### config.mk
export PLATFORM = sky130hd
export DESIGN_NAME = cla_pipe_adder
export DESIGN_NICKNAME = d
export VERILOG_FILES = /design/src/rtl/cla_pipe_adder.sv
export SDC_FILE = /design/constraint.sdc
export NUM_CORES = 1
export LEC_CHECK = 0
export BUFFER_PORTS_ARGS = -buffer_cell sky130_fd_sc_hd__clkbuf_2
export CORE_MARGIN = 5
export CORE_UTILIZATION = 36
export CTS_CLUSTER_DIAMETER = 120
export DETAILED_ROUTE_END_ITERATION = 8
export PLACE_DENSITY = 0.53
export SYNTH_ARGS = -nofsm -noshare
export SYNTH_HDL_FRONTEND = slang
export SYNTH_SLANG_ARGS = --single-unit
### constraint.sdc
create_clock -name clk -period 6.02 [get_ports clk]
set_input_delay 0.903 -clock clk [delete_from_list [all_inputs] [get_ports clk]]
set_output_delay 0.903 -clock clk [all_outputs]
set_load 0.01 [all_outputs]
### src/rtl/cla_pipe_adder.sv
// Pipelined carry-lookahead adder/subtractor: one CHUNK-bit slice per stage, rippling the
// registered carry forward while the untouched operand slices travel alongside.
module cla_pipe_adder #(
   parameter int WIDTH = 32,
   parameter int CHUNK = 8
) (
   input  logic             clk,
   input  logic             rst_n,
   input  logic             in_valid,
   output logic             in_ready,
   input  logic [WIDTH-1:0] a,
   input  logic [WIDTH-1:0] b,
   input  logic             cin,
   input  logic             sub,
   output logic             out_valid,
   input  logic             out_ready,
   output logic [WIDTH-1:0] sum,
   output logic             cout,
   output logic             ovf,
   output logic             zero
);

   localparam int STAGES = WIDTH / CHUNK;
   localparam int GROUPS = CHUNK / 4;
   localparam int LAST   = STAGES - 1;

   generate
      if (CHUNK < 4 || (CHUNK % 4) != 0 || (WIDTH % CHUNK) != 0) begin : g_param_check
         $error("cla_pipe_adder: CHUNK must be a multiple of 4 and WIDTH a multiple of CHUNK");
      end
   endgenerate

   // Returns {carry_out, chunk_sum}; 4-bit lookahead groups chained inside the chunk.
   function automatic logic [CHUNK:0] cla_chunk(input logic [CHUNK-1:0] x,
                                                input logic [CHUNK-1:0] y,
                                                input logic             ci);
      logic [CHUNK-1:0] g;
      logic [CHUNK-1:0] p;
      logic [CHUNK:0]   c;
      int               k;
      g    = x & y;
      p    = x ^ y;
      c    = '0;
      c[0] = ci;
      for (int grp = 0; grp < GROUPS; grp++) begin
         k = grp * 4;
         c[k+1] = g[k] | (p[k] & c[k]);
         c[k+2] = g[k+1] | (p[k+1] & g[k]) | (p[k+1] & p[k] & c[k]);
         c[k+3] = g[k+2] | (p[k+2] & g[k+1]) | (p[k+2] & p[k+1] & g[k])
                | (p[k+2] & p[k+1] & p[k] & c[k]);
         c[k+4] = g[k+3] | (p[k+3] & g[k+2]) | (p[k+3] & p[k+2] & g[k+1])
                | (p[k+3] & p[k+2] & p[k+1] & g[k])
                | (p[k+3] & p[k+2] & p[k+1] & p[k] & c[k]);
      end
      return {c[CHUNK], p ^ c[CHUNK-1:0]};
   endfunction

   logic             adv;
   logic [WIDTH-1:0] b_eff;
   logic             c_eff;

   logic             vld_q  [STAGES];
   logic             vld_d  [STAGES];
   logic [WIDTH-1:0] opa_q  [STAGES];
   logic [WIDTH-1:0] opa_d  [STAGES];
   logic [WIDTH-1:0] opb_q  [STAGES];
   logic [WIDTH-1:0] opb_d  [STAGES];
   logic [WIDTH-1:0] res_q  [STAGES];
   logic [WIDTH-1:0] res_d  [STAGES];
   logic             cy_q   [STAGES];
   logic             cy_d   [STAGES];
   logic             amsb_q [STAGES];
   logic             amsb_d [STAGES];
   logic             bmsb_q [STAGES];
   logic             bmsb_d [STAGES];

   // The whole pipe moves as one; a stalled output freezes every stage.
   assign adv      = !vld_q[LAST] || out_ready;
   assign in_ready = adv;
   assign b_eff    = sub ? ~b : b;
   assign c_eff    = sub ? 1'b1 : cin;

   always_comb begin : stage_next
      logic [CHUNK:0] r;
      r         = cla_chunk(a[CHUNK-1:0], b_eff[CHUNK-1:0], c_eff);
      vld_d[0]  = in_valid;
      opa_d[0]  = a;
      opb_d[0]  = b_eff;
      res_d[0]  = '0;
      res_d[0][CHUNK-1:0] = r[CHUNK-1:0];
      cy_d[0]   = r[CHUNK];
      amsb_d[0] = a[WIDTH-1];
      bmsb_d[0] = b_eff[WIDTH-1];
      for (int s = 1; s < STAGES; s++) begin
         r         = cla_chunk(opa_q[s-1][s*CHUNK +: CHUNK], opb_q[s-1][s*CHUNK +: CHUNK],
                               cy_q[s-1]);
         vld_d[s]  = vld_q[s-1];
         opa_d[s]  = opa_q[s-1];
         opb_d[s]  = opb_q[s-1];
         res_d[s]  = res_q[s-1];
         res_d[s][s*CHUNK +: CHUNK] = r[CHUNK-1:0];
         cy_d[s]   = r[CHUNK];
         amsb_d[s] = amsb_q[s-1];
         bmsb_d[s] = bmsb_q[s-1];
      end
   end

   always_ff @(posedge clk or negedge rst_n) begin
      if (!rst_n) begin
         for (int s = 0; s < STAGES; s++) begin
            vld_q[s]  <= 1'b0;
            opa_q[s]  <= '0;
            opb_q[s]  <= '0;
            res_q[s]  <= '0;
            cy_q[s]   <= 1'b0;
            amsb_q[s] <= 1'b0;
            bmsb_q[s] <= 1'b0;
         end
      end else if (adv) begin
         for (int s = 0; s < STAGES; s++) begin
            vld_q[s]  <= vld_d[s];
            opa_q[s]  <= opa_d[s];
            opb_q[s]  <= opb_d[s];
            res_q[s]  <= res_d[s];
            cy_q[s]   <= cy_d[s];
            amsb_q[s] <= amsb_d[s];
            bmsb_q[s] <= bmsb_d[s];
         end
      end
   end

   assign out_valid = vld_q[LAST];
   assign sum       = res_q[LAST];
   assign cout      = cy_q[LAST];
   assign ovf       = (amsb_q[LAST] == bmsb_q[LAST]) && (res_q[LAST][WIDTH-1] != amsb_q[LAST]);
   // Gated by valid so an empty pipe (all-zero sum) does not report zero.
   assign zero      = vld_q[LAST] && (res_q[LAST] == '0);

endmodule

# Word-level counts from Yosys, hierarchy flattened
# Index checks and enable logic that the tools add are counted.
dict set report op_classes {
  n_eq_ne 2
  reduce_logical 5
  bitwise 221
  mux 2
}
# cell n
set op_table {}
lappend op_table {{AND 1 bit} 128}
lappend op_table {{OR 1 bit} 80}
lappend op_table {{XOR 8 bit} 8}
lappend op_table {{AND 8 bit} 4}
lappend op_table {{zero test 32 bit} 1}
lappend op_table {{two-way mux 32 bit} 1}
lappend op_table {{inverter 32 bit} 1}
lappend op_table {{logical AND 1 bit} 2}
lappend op_table {{== test 1 bit} 1}
lappend op_table {{zero test 1 bit} 1}
lappend op_table {{logical OR 1 bit} 1}
lappend op_table {{two-way mux 1 bit} 1}
lappend op_table {{inequality test 1 bit} 1}
dict set report word_totals {
  wordCells 256
  output_inout_bits 37
  regBits 288
}

# Logic depth before layout (Yosys ltp)
dict set report logic_depth {
  ltp_word 11
  mapped_depth 11
  depth_no_buf 9
}

# Least setup slack after synthesis
# Ideal clock, no wire load.
dict set report synth_timing {
  path_kind {in2reg}
  startpoint {input port sub}
  endpoint {register res_q (netlist bit res_d[68])}
  path_stages 10
  setup_slack_ns 3.062
  arrival_time_ns 2.880
  t_required_ns 5.942
  setup_ns 0.078
  cell_sequence {buf_2 -> buf_2 -> xor2_1 -> ha_1 -> o21a_1 -> o2bb2ai_2 -> nor2b_1 -> nor2_1 -> fa_1 -> a21oi_1}
}
dict set report synth_via {
  elab_chain_len 8
  elab_cells_between_ends 16
  classes_between {mux (2); bitwise (14)}
}
# item line_no
set synth_rtl {}
lappend synth_rtl {{start, declared} 14} ;# input logic sub,
lappend synth_rtl {{two-way mux 32 bit} 80} ;# assign b_eff = sub ? ~b : b;
lappend synth_rtl {{XOR 8 bit / AND 8 bit (equally long branches)} {42, 41}}
lappend synth_rtl {{AND 1 bit, on equally long branches} {51, 52, 53}}
lappend synth_rtl {{OR 1 bit (tied with other cells) (2 in a row)} 51} ;# c[k+4] = g[k+3] | (p[k+3] & g[k+2]) | (p[k+3] & p[k+2] & g[k+1])
lappend synth_rtl {{OR 1 bit / AND 1 bit (equally long branches)} {52, 53}}
lappend synth_rtl {{OR 1 bit} 53} ;# | (p[k+3] & p[k+2] & p[k+1] & p[k] & c[k]);
lappend synth_rtl {{XOR 8 bit *} 55} ;# return {c[CHUNK], p ^ c[CHUNK-1:0]};
lappend synth_rtl {{end signal, assigned by index} 124} ;# res_q[s] <= res_d[s];
lappend synth_rtl {{end, declared} 68} ;# logic [WIDTH-1:0] res_q [STAGES];
# Every way passes the cells marked *; elsewhere a longest branch is shown, timed or not.
# A chain may end at the register's enable or synchronous reset.

# Worst setup path in the final report
dict set report layout_timing {
  startpoint {register res_q (netlist bit sum[5])}
  endpoint {output port zero}
}
dict set report layout_via {
  elab_chain_len 2
}
# item line_no
set layout_rtl {}
lappend layout_rtl {{zero test 32 bit} 137} ;# assign zero = vld_q[LAST] && (res_q[LAST] == '0);
lappend layout_rtl {{logical AND 1 bit} 137}
lappend layout_rtl {{end, declared} 20} ;# output logic zero
# Every way passes these cells.

==> results_dict.tcl <==
set metrics [dict create \
    status "finished clean" \
    gp_congestion 0.775 \
    cp_max_fo 3 \
    relSlewSlack 0.415 \
    port_buffers 106 \
    fin_skew_ps 9.53 \
    grt_pass1_wl_mm 28.5 \
    p_sw_frac 0.361 \
    vias 5899 \
    avgSynthCellArea_um2 9.25 \
    grt_overflow 0 \
    clkPwrFrac 0.232 \
    wire_per_inst_um 12.7 \
    period_needed_ps 3060 \
    endpoint_kind "output port" \
    drc_errors 0 \
    totalWireLength_mm 16.9 \
    hp-start "vld_d[0]" \
    cts_tree "built" \
    crit_slowest_cell "nor4_1" \
    tns_ps 0 \
    clkSlewWorstSetupHoldPaths_ps 70 \
    antenna_cells 0 \
    die_area_um2 26600 \
    std_cell_rows 56 \
    synth_area_leader_cell "dfrtp_1" \
    yosys.area.top_type_share 0.551 \
    maxSlewViolCount 0 \
    ys.flop_type "dfrtp_1" \
    synthCells 914 \
    powerDensity_nw_per_um2 520 \
    synth_seq_area_share 0.551 \
    num_io_pins 107 \
    max-vdd-ir-drop_v 0.000374 \
    coreArea_um2 23300 \
    fmax_ghz 0.327 \
    r2r_start "out_valid" \
    grt_usage 0.132 \
    first_pass_iters 4 \
    startpoint "sum[5]" \
    max_stage_delay_ps 590 \
    startpoint_type "register" \
    seqPwrFrac 0.423 \
    worstSetupPathType "register to output port" \
    synth-seq-cells 186 \
    postCtsSetupBuffers 0 \
    start_util 0.363 \
    ant_nets 0 \
    cp_cell_sequence "nor4_1, nand4_1, nor3_1, clkbuf_2" \
    ctsResizeCount 0 \
    worst_pin_slew_ps 878 \
    fin_ws_ps 2960 \
    fillers 2382 \
    layout_commonest_cell "nand2_1" \
    cts_hold_buf 0 \
    combPwrFrac 0.345 \
    netSwitchingPower_uw 1850 \
    rsz0062_at_grt "false" \
    synth_warnings 0 \
    cts-root-buf "clkbuf_16" \
    synthArstFlopShare 1.00 \
    hold_class "register to register" \
    hold_viol 0 \
    maxCapViolations 0 \
    synth_area_leaders "dfrtp_1, nand2_1, ha_1" \
    grt_max_degree 199 \
    place_ws_ps 2700 \
    viasPerCell 4.43 \
    cts_max_path_buffers 2 \
    power.internal_uw 3270 \
    drive_above_1_share 0.154 \
    min_period_over_period 0.508 \
    layout_common_cells "nand2_1, dfrtp_1, clkbuf_2" \
    crit_required_ps 5120 \
    setup_violations 0 \
    area_growth_pct 16.6 \
    syn-cell-area_um2 8450 \
    synth_edf_count 0 \
    leakagePower_uw 0.00498 \
    grt_antenna_before_repair 0 \
    numCtsBuffers 17 \
    die_h_um 163 \
    dp_hpwl_mm 11.4 \
    htree_levels 4 \
    syn_nets 1024 \
    die_w_um 163 \
    cts_num_sinks 186 \
    fin_nets 1111 \
    ys_types 36 \
    grt_pass1_vias 5747 \
    clkLatencyLatePin_ps 420 \
    drt_iter0_drc 292 \
    critical_path_arrival_ps 2160 \
]
[state kept, by name, indices dropped and copies added (netlist names)]
register   flops
amsb_d         1
amsb_q         1
bmsb_d         2
bmsb_q         1
cout           1
cy_q           3
opa_d         47
opb_d         46
out_valid      1
res_d         48
sum           32
vld_d          3
[logic make-up after synthesis]
logic type / share of synthesized area
AO/OA/AOI/OAI: 0.0700
XOR/XNOR: 0.0549
adder cells (fa/ha/maj): 0.0663
buffers and inverters: 0.0364
flip-flops: 0.551
multiplexers: 0.00400
AND/OR/NAND/NOR: 0.218
[path summary, 6_finish.rpt]
check                           slack, ps         to  cells after the start
worst min register to register        460   vld_d[0]                      2
min in group asynchronous             470  opa_d[84]                      1
worst max register to register       3590  opb_d[26]                      6
max in group asynchronous            4350   vld_d[0]                      2
worst min-delay path                  460   vld_d[0]                      2
worst max-delay path                 2960       zero                      4
[synthesized netlist by cell type, drive strengths merged (2+ instances only)]
cell type	instances
nand2	415
dfrtp	186
o21ai	56
buf	38
xnor2	35
ha	32
nor2	28
inv	19
a21oi	18
xor2	18
nor4	9
fa	8
a211oi	7
clkbuf	6
nor3	5
a21o	4
nand2b	4
a31oi	3
mux2	3
nand4	3
o21bai	3
o31ai	3
a21boi	2
nor2b	2
o21a	2
[worst max-delay path, delay by kind of cell (launching register included)]
| family | cells | cell delay (ps) |
|---|---|---|
| flops | 1 | 420 |
| simple gates | 3 | 1140 |
| buf+inv | 1 | 190 |
[cell type report]
class	count	area [um^2]	share of cell area
well taps	319	399	0.0405
multi-input cells	665	3500	0.355
flip-flops and latches	186	4650	0.472
clock inverters	13	191	0.0194
repair buffers	112	597	0.0606
inverters	19	73.8	0.00749
clock buffers	18	439	0.0446
[stage by stage]
stage          hold slack, ps  cells   util  cell area [um^2]  total power, uW
2_1_floorplan             430    914      -              8450             3480
3_3_place_gp              443   1301  0.396              9220             3970
3_5_place_dp              448   1301  0.396              9220             4010
4_1_cts                   463   1332  0.424              9850             5220
5_1_grt                   488   1332  0.424              9850             5590
6_report                  457   1332  0.424              9850             5130
[power groups by stage]
stage	sequential (uW)	combinational [uW]	clock, uW
final	2170	1770	1190
after global routing	2250	2070	1270
after CTS	2180	1820	1220
after detailed placement	2200	1810	0
after global placement	2190	1780	0
after floorplan	2150	1330	0
[routing by layer]
layer | vias to the layer above | GRT usage | share of wire
li1 | 3083 | - | -
met1 | 2727 | 0.186 | 0.49
met2 | 73 | 0.208 | 0.47
met3 | 16 | 0.0245 | 0.029
met4 | 0 | 0.0389 | 0.013
met5 | - | 0 | 0
Power figures use the tool's default switching activity.
